File: src/rtl/gin_vector_fetcher.sv
// Strided BRAM-to-GIN vector staging engine.
// Each command fetches cmd_count vectors of LANES elements from a 1-cycle-latency BRAM.
// Padded lanes are zero-filled without a read. Each packed vector is offered on GIN
// with an enable/ready handshake. The fetch of the next vector overlaps the handshake
// of the current one, using an assembly register and an output register.
module gin_vector_fetcher #(
  parameter int unsigned ADDRESS_BITWIDTH = 32,
  parameter int unsigned DATA_BITWIDTH    = 32,
  parameter int unsigned ELEM_W           = 8,
  parameter int unsigned LANES            = 4,
  parameter int unsigned CNT_W            = 8
) (
  input  logic                        clk,
  input  logic                        rst,
  input  logic                        cmd_valid,
  output logic                        cmd_ready,
  input  logic [ADDRESS_BITWIDTH-1:0] cmd_addr,
  input  logic [ADDRESS_BITWIDTH-1:0] cmd_stride,
  input  logic [CNT_W-1:0]            cmd_count,
  input  logic [LANES-1:0]            cmd_pad,
  input  logic                        flush,
  output logic [ADDRESS_BITWIDTH-1:0] bram_address,
  output logic                        bram_e,
  input  logic [DATA_BITWIDTH-1:0]    bram_rdata,
  output logic                        gin_enable,
  input  logic                        gin_ready,
  output logic [ELEM_W*LANES-1:0]     gin_value,
  output logic                        busy,
  output logic                        done
);

  localparam int unsigned VW = ELEM_W * LANES;
  // lane_q counts 0..LANES; the value LANES is the capture-only cycle of the last lane.
  localparam int unsigned LW = $clog2(LANES + 1);

  localparam logic [1:0] StIdle  = 2'd0;
  localparam logic [1:0] StFetch = 2'd1;
  localparam logic [1:0] StHold  = 2'd2;
  localparam logic [1:0] StDrain = 2'd3;

  logic [1:0]                  state_q, state_d;
  logic [ADDRESS_BITWIDTH-1:0] addr_q, addr_d;
  logic [ADDRESS_BITWIDTH-1:0] stride_q, stride_d;
  logic [LANES-1:0]            pad_q, pad_d;
  logic [CNT_W-1:0]            vec_left_q, vec_left_d;
  logic [LW-1:0]               lane_q, lane_d;
  logic [VW-1:0]               asm_q, asm_d;
  logic [VW-1:0]               out_q, out_d;
  logic                        out_full_q, out_full_d;

  logic          issue, cap, last_lane, out_free, xfer, load, accept;
  logic          lane_pad, cap_pad;
  logic [LW-1:0] cap_idx;
  logic [VW-1:0] asm_merged;

  assign issue     = (state_q == StFetch) && (lane_q != LW'(LANES));
  // Data for lane lane_q-1 arrives in the cycle after its issue.
  assign cap       = (state_q == StFetch) && (lane_q != '0);
  assign cap_idx   = lane_q - LW'(1);
  assign last_lane = (state_q == StFetch) && (lane_q == LW'(LANES));
  assign out_free  = !out_full_q || gin_ready;
  assign xfer      = out_full_q && gin_ready;
  assign load      = (last_lane || (state_q == StHold)) && out_free;
  assign accept    = cmd_valid && cmd_ready;

  assign cmd_ready    = (state_q == StIdle) && !out_full_q;
  assign busy         = !cmd_ready;
  assign bram_address = addr_q;
  assign bram_e       = issue && !lane_pad;
  assign gin_enable   = out_full_q;
  assign gin_value    = out_q;
  // In DRAIN the output register holds only the final vector, or nothing for count 0.
  assign done         = (state_q == StDrain) && out_free && !flush;

  // Look up the pad bit of the issuing lane and of the capturing lane.
  always_comb begin
    lane_pad = 1'b0;
    cap_pad  = 1'b0;
    for (int l = 0; l < LANES; l++) begin
      if (lane_q == LW'(l)) lane_pad = pad_q[l];
      if (cap_idx == LW'(l)) cap_pad = pad_q[l];
    end
  end

  // Merge the element arriving this cycle into the assembly vector.
  always_comb begin
    asm_merged = asm_q;
    for (int l = 0; l < LANES; l++) begin
      if (cap_idx == LW'(l)) begin
        asm_merged[l*ELEM_W +: ELEM_W] = cap_pad ? '0 : bram_rdata[ELEM_W-1:0];
      end
    end
  end

  // Next-state logic for the FSM, the address accumulator and both vector registers.
  always_comb begin
    state_d    = state_q;
    addr_d     = addr_q;
    stride_d   = stride_q;
    pad_d      = pad_q;
    vec_left_d = vec_left_q;
    lane_d     = lane_q;
    asm_d      = asm_q;
    out_d      = out_q;
    out_full_d = out_full_q;

    unique case (state_q)
      StIdle: begin
        if (accept) begin
          addr_d     = cmd_addr;
          stride_d   = cmd_stride;
          pad_d      = cmd_pad;
          vec_left_d = cmd_count;
          lane_d     = '0;
          state_d    = (cmd_count == '0) ? StDrain : StFetch;
        end
      end
      StFetch: begin
        if (issue) begin
          addr_d = addr_q + stride_q;
          lane_d = lane_q + LW'(1);
        end
        if (cap) asm_d = asm_merged;
        if (last_lane) begin
          if (out_free) begin
            vec_left_d = vec_left_q - CNT_W'(1);
            lane_d     = '0;
            state_d    = (vec_left_q == CNT_W'(1)) ? StDrain : StFetch;
          end else begin
            state_d = StHold;
          end
        end
      end
      StHold: begin
        if (out_free) begin
          vec_left_d = vec_left_q - CNT_W'(1);
          lane_d     = '0;
          state_d    = (vec_left_q == CNT_W'(1)) ? StDrain : StFetch;
        end
      end
      StDrain: begin
        if (out_free) state_d = StIdle;
      end
      default: state_d = StIdle;
    endcase

    if (load) begin
      out_d      = (state_q == StHold) ? asm_q : asm_merged;
      out_full_d = 1'b1;
    end else if (xfer) begin
      out_full_d = 1'b0;
    end

    // Abort wins over everything, including a simultaneous accept.
    if (flush) begin
      state_d    = StIdle;
      vec_left_d = '0;
      lane_d     = '0;
      asm_d      = '0;
      out_d      = '0;
      out_full_d = 1'b0;
    end
  end

  // State registers with asynchronous active-low reset.
  always_ff @(posedge clk or negedge rst) begin
    if (!rst) begin
      state_q    <= StIdle;
      addr_q     <= '0;
      stride_q   <= '0;
      pad_q      <= '0;
      vec_left_q <= '0;
      lane_q     <= '0;
      asm_q      <= '0;
      out_q      <= '0;
      out_full_q <= 1'b0;
    end else begin
      state_q    <= state_d;
      addr_q     <= addr_d;
      stride_q   <= stride_d;
      pad_q      <= pad_d;
      vec_left_q <= vec_left_d;
      lane_q     <= lane_d;
      asm_q      <= asm_d;
      out_q      <= out_d;
      out_full_q <= out_full_d;
    end
  end

endmodule

File: config.mk
export PLATFORM = sky130hd
export DESIGN_NAME = gin_vector_fetcher
export DESIGN_NICKNAME = d
export VERILOG_FILES = /design/src/rtl/gin_vector_fetcher.sv
export SDC_FILE = /design/constraint.sdc
export NUM_CORES = 1
export LEC_CHECK = 0
export ABC_CLOCK_PERIOD_IN_PS = 4000
export CORE_MARGIN = 2
export CORE_UTILIZATION = 40
export DETAILED_ROUTE_END_ITERATION = 7
export PLACE_DENSITY = 0.66
export SETUP_SLACK_MARGIN = 0.15
export SYNTH_ARGS = -nofsm -noshare
export SYNTH_HDL_FRONTEND = slang
export SYNTH_SLANG_ARGS = --single-unit
File: constraint.sdc
create_clock -name clk -period 4 [get_ports clk]
set_input_delay 0.4 -clock clk [delete_from_list [all_inputs] [get_ports clk]]
set_output_delay 0.4 -clock clk [all_outputs]
set_load 0.02 [all_outputs]
-- Word level (Yosys, flattened, before mapping)
Index checks and enable logic that the tools add are counted.
- register bits after elaboration: 146
- bits of input ports: 113
- reduce and logical (&&, ||, !) cells: 33
- add/subtract/negate cells: 4
- muxes and demuxes: 46
- eq/ne operators: 18
- operators with widths (kind ; count):
    $mux 32 ; 8
    $mux 8 ; 9
    $pmux 32 s2 ; 1
    $add 32x32->32 ; 1
    $pmux 8 s3 ; 1
    $mux 3 ; 6
    $mux 2 ; 8
    $ne 3x3->1 const B ; 5
    $eq 3x2->1 const B ; 4
    $mux 1 ; 11
    $logic_and 1x1->1 ; 10
    $pmux 3 s3 ; 1
    $reduce_and 3->1 ; 3
    $eq 8x1->1 const B ; 1
    $logic_not 8->1 ; 1
    $pmux 2 s4 ; 1
    $reduce_bool 2->1 ; 4
    $sub 8x1->8 const B ; 1
    $eq 3x1->1 const B ; 2
    $logic_not 3->1 ; 2
    $reduce_bool 3->1 ; 2
    $eq 2x2->1 const B ; 2
    $logic_not 1->1 ; 4
    $ne 2x2->1 const B ; 2
    other kinds (9) ; 11

-- Logic depth before layout (Yosys ltp)
- depth in word-level cells: 11
- gate-level depth with buffers: 13

-- Least setup slack after synthesis
Ideal clock, no wire load.
- path kind: register to register
- from: register addr_q[0] (netlist: bram_address[0])
- to: register addr_q[28] (netlist: bram_address[28])
- cell stages (with the launch flop): 12
- arrival: 3.031 ns
- path slack: 0.870 ns
- data required time: 3.901 ns
- clock period less this slack: 3.130 ns
- cell sequence: dfrtp_1 -> ha_1 -> fa_1 -> a211oi_2 -> o21bai_2 -> o2111ai_2 -> and4bb_1 -> o31ai_2 -> a221o_2 -> a2111oi_4 -> xor2_1 -> a311oi_1
- cells in the longest elaborated chain, start to end: 3
- RTL lines (what ; RTL line ; RTL):
    start: declaration ; 42 ; logic [ADDRESS_BITWIDTH-1:0] addr_q, addr_d;
    start signal: assignment ; 179 ; addr_q <= addr_d;
    $add 32x32->32 ; 120 ; addr_d = addr_q + stride_q;
    $mux 32 ; 119 ; if (issue) begin
    $pmux 32 s2 ; 107 ; unique case (state_q)
Every way passes these cells. The select of a mux whose other input is x is not followed.
A chain may end at the register's enable or synchronous reset.

-- Worst setup path in the final report
Ends and elaborated chain as after synthesis.

==> flow_metrics.py <==
metrics = {
    "detailed_routing": {
        "postRouteAntennaNets": 0,
        "vias_per_cell": 5.43,
        "drtIter0Drc": 423,
        "wl_per_cell_um": 17.1,
        "vias": 7032,
        "drc": 0,
        "wirelength_um": 22200,
        "detail_route.first_pass.iterations": 6,
    },
    "logic_synthesis": {
        "avgSynthCellArea_um2": 9.79,
        "synth-seq-cells": 146,
        "synthesis.nets": 1030,
        "synthDistinctLibCells": 59,
        "ys.flop_type": "dfrtp_1",
        "synth_edf_count": 0,
        "ys_seq_area_share_pct": 42.8,
        "synth_cells": 872,
        "syn_area_um2": 8530,
        "synthArstFlopShare_pct": 100,
        "yosys_warnings": 0,
    },
    "grt": {
        "antenna_found_initial": 0,
        "grt_max_degree": 88,
        "gr-total-overflow": 0,
        "track_usage_pct": 20.2,
        "grt_pass1_vias": 6891,
        "grt_first_pass_wirelength_um": 35900,
    },
    "floorplanning": {
        "die_w_um": 150,
        "start_util_pct": 40.7,
        "ios": 182,
        "fp-row-count": 53,
        "die_y_um": 150,
        "core_area_um2": 21000,
        "die_area_um2": 22500,
    },
    "placement": {
        "place.detailed.hpwl_um": 15900,
        "dp_slack_ps": 708,
        "gp_congestion": 0.893,
        "io_buffers": 157,
    },
    "sta": {
        "setup_viol": 0,
        "fmax_mhz": 302,
        "hold_violations": 0,
        "tightest_slew_ps": 860,
        "setup_ws_ps": 693,
        "slew_headroom_pct": 42.7,
        "finalMaxSlewViolations": 0,
        "skew_ps": 11.6,
        "period_minus_slack_ps": 3310,
        "fin_crit_sh_pct": 82.7,
        "rsz0062_at_grt": "false",
        "finalSetupTns_ps": 0,
    },
    "worst_setup_path": {
        "start_kind": "flop",
        "critPathArrivalTime_ps": 3630,
        "ff2ff_setup_slack_ps": 690,
        "crit_fanout": 3,
        "rr_startpoint": "bram_address[0]",
        "cp_data_required_time_ps": 4320,
        "r2r-end": "bram_address[28]",
        "cp-end-kind": "flop",
        "r2r_cells": 11,
        "crit_type": "reg -> reg",
    },
    "cells_and_area": {
        "drive_gt1_share_pct": 9.22,
        "areaGrowthSynthToFinish_pct": 28.6,
        "fin_nets": 1165,
        "fill_cells": 1953,
        "antenna_cells": 0,
    },
    "power": {
        "vdd_ir_drop_max_v": 0.000415,
        "pwr_density_cell_nw_per_um2": 869,
        "p_leak_nw": 4.62,
    },
    "clocking": {
        "cts_hold_buf": 0,
        "tritoncts": "yes",
        "cts_max_path_buffers": 2,
        "numCtsBuffers": 17,
        "htree_num_levels": 4,
        "cts-root-buf": "clkbuf_16",
        "postCtsSetupRepairBufs": 0,
        "path_clk_slew_ps": 70,
        "clk_latency_ps": 430,
        "post_cts_resized": 0,
        "cts.sinks": 146,
    },
    "hold_path": {
        "holdCritPathClass": "in -> async",
    },
    "outcome": {
        "status": "completed",
    },
    "job": {
        "maxCapViolCount": 0,
    },
}
-- synth_stat cells, drive strengths merged (7+ instances only) --
master	number	area [um^2]
ha	44	551
mux2	37	417
o31ai	7	62.6
clkbuf	44	165
nor2	57	214
o21ai	59	295
a31oi	9	56.3
a22o	30	263
xor2	13	114
nand2	79	297
and2	13	81.3
nand4	9	56.3
inv	14	52.6
or3	9	56.3
nor2b	8	50.1
nand3	9	45.0
nor3b	18	135
a22oi	8	60.1
a211oi	36	275
xnor2	15	131
a21o	18	136
buf	7	27.5
dfrtp	146	3650
mux2i	48	480
and3	7	43.8
nor3	13	65.1
a21oi	70	350
-- worst max path at each step --
stage                             to  slack [ps]             from
global placement    bram_address[28]         730  bram_address[0]
detailed placement  bram_address[28]         710  bram_address[0]
floorplan           bram_address[28]         870  bram_address[0]
global route        bram_address[28]         400  bram_address[0]
finish              bram_address[28]         690  bram_address[0]
CTS                 bram_address[28]         690  bram_address[0]
-- power breakdown --
part	internal (mW)	leakage [nW]	switching (mW)	total, mW
registers	1.96	1.88	0.397	2.36
logic	2.41	2.44	3.07	5.48
clock network	1.00	0.300	0.697	1.70
total	5.37	4.62	4.17	9.53
-- cell type report --
type,count,area [um^2],area share (%)
inverters,14,52.6,0.479
clock inverters,15,194,1.77
repair buffers,167,1660,15.1
multi-input cells,661,4650,42.4
clock buffers,17,425,3.88
flip-flops and latches,146,3650,33.3
well taps,275,344,3.14
-- worst max-delay path, cell delays in order, from the launching register on --
cell and delay [ps]:
dfrtp_1 390, ha_1 230, fa_1 440, a211oi_2 290, o21bai_2 130, o2111ai_2 220, and4bb_1 310, o31ai_2 120
a221o_2 410, a2111oi_4 300, xor2_1 100, a311oi_1 260
-- per-stage QoR --
step                      hold slack (ps)  instances  instance area [um^2]  util, %  total power [mW]
final                                20.0       1295                 11000     52.4              9.53
after global placement                483       1263                 10400     49.4              7.74
after global routing                 77.3       1295                 11000     52.4              10.3
after detailed placement              485       1263                 10400     49.4              7.83
after floorplan                       104        872                  8530        -              6.23
after CTS                            63.0       1295                 11000     52.4              9.57
-- cell families (layout without fill, tap and decap cells) --
family | Yosys count | after routing | share of synthesized area (%)
AO/OA/AOI/OAI | 260 | 260 | 20.1
flip-flops | 146 | 146 | 42.8
multiplexers | 85 | 85 | 10.5
buffers and inverters | 65 | 213 | 2.87
AND/OR/NAND/NOR | 243 | 243 | 14.1
XOR/XNOR | 28 | 28 | 2.87
adder cells (fa/ha/maj) | 45 | 45 | 6.69
-- layout by cell type (no fill, tap or decap), drive strengths merged, types with 12 or more instances in the layout --
cell type and n:
a211oi 36, clkdlybuf4s50 155, nand2 79, a21oi 70, clkbuf 17, xor2 13, a21o 18, a22o 30
nor3b 18, o21ai 59, mux2i 48, ha 44, inv 22, xnor2 15, dfrtp 146, and2 13
buf 12, nor3 13, nor2 57, mux2 37
-- sequential cells by signal (all words and copies together) (netlist names) --
name,cells
vec_left_q,8
lane_q,3
state_q,2
stride_q,32
gin_enable,1
gin_value,32
pad_q,4
bram_address,32
asm_q,32
-- per-layer routing --
metal	wire length (um)	track usage (%)	vias up
li1	-	-	3464
met1	10700	29.0	3385
met2	10200	31.0	168
met3	1160	4.15	15
met4	194	5.24	0
met5	0	0	-
Note: power is estimated with default switching activity, not from simulation.
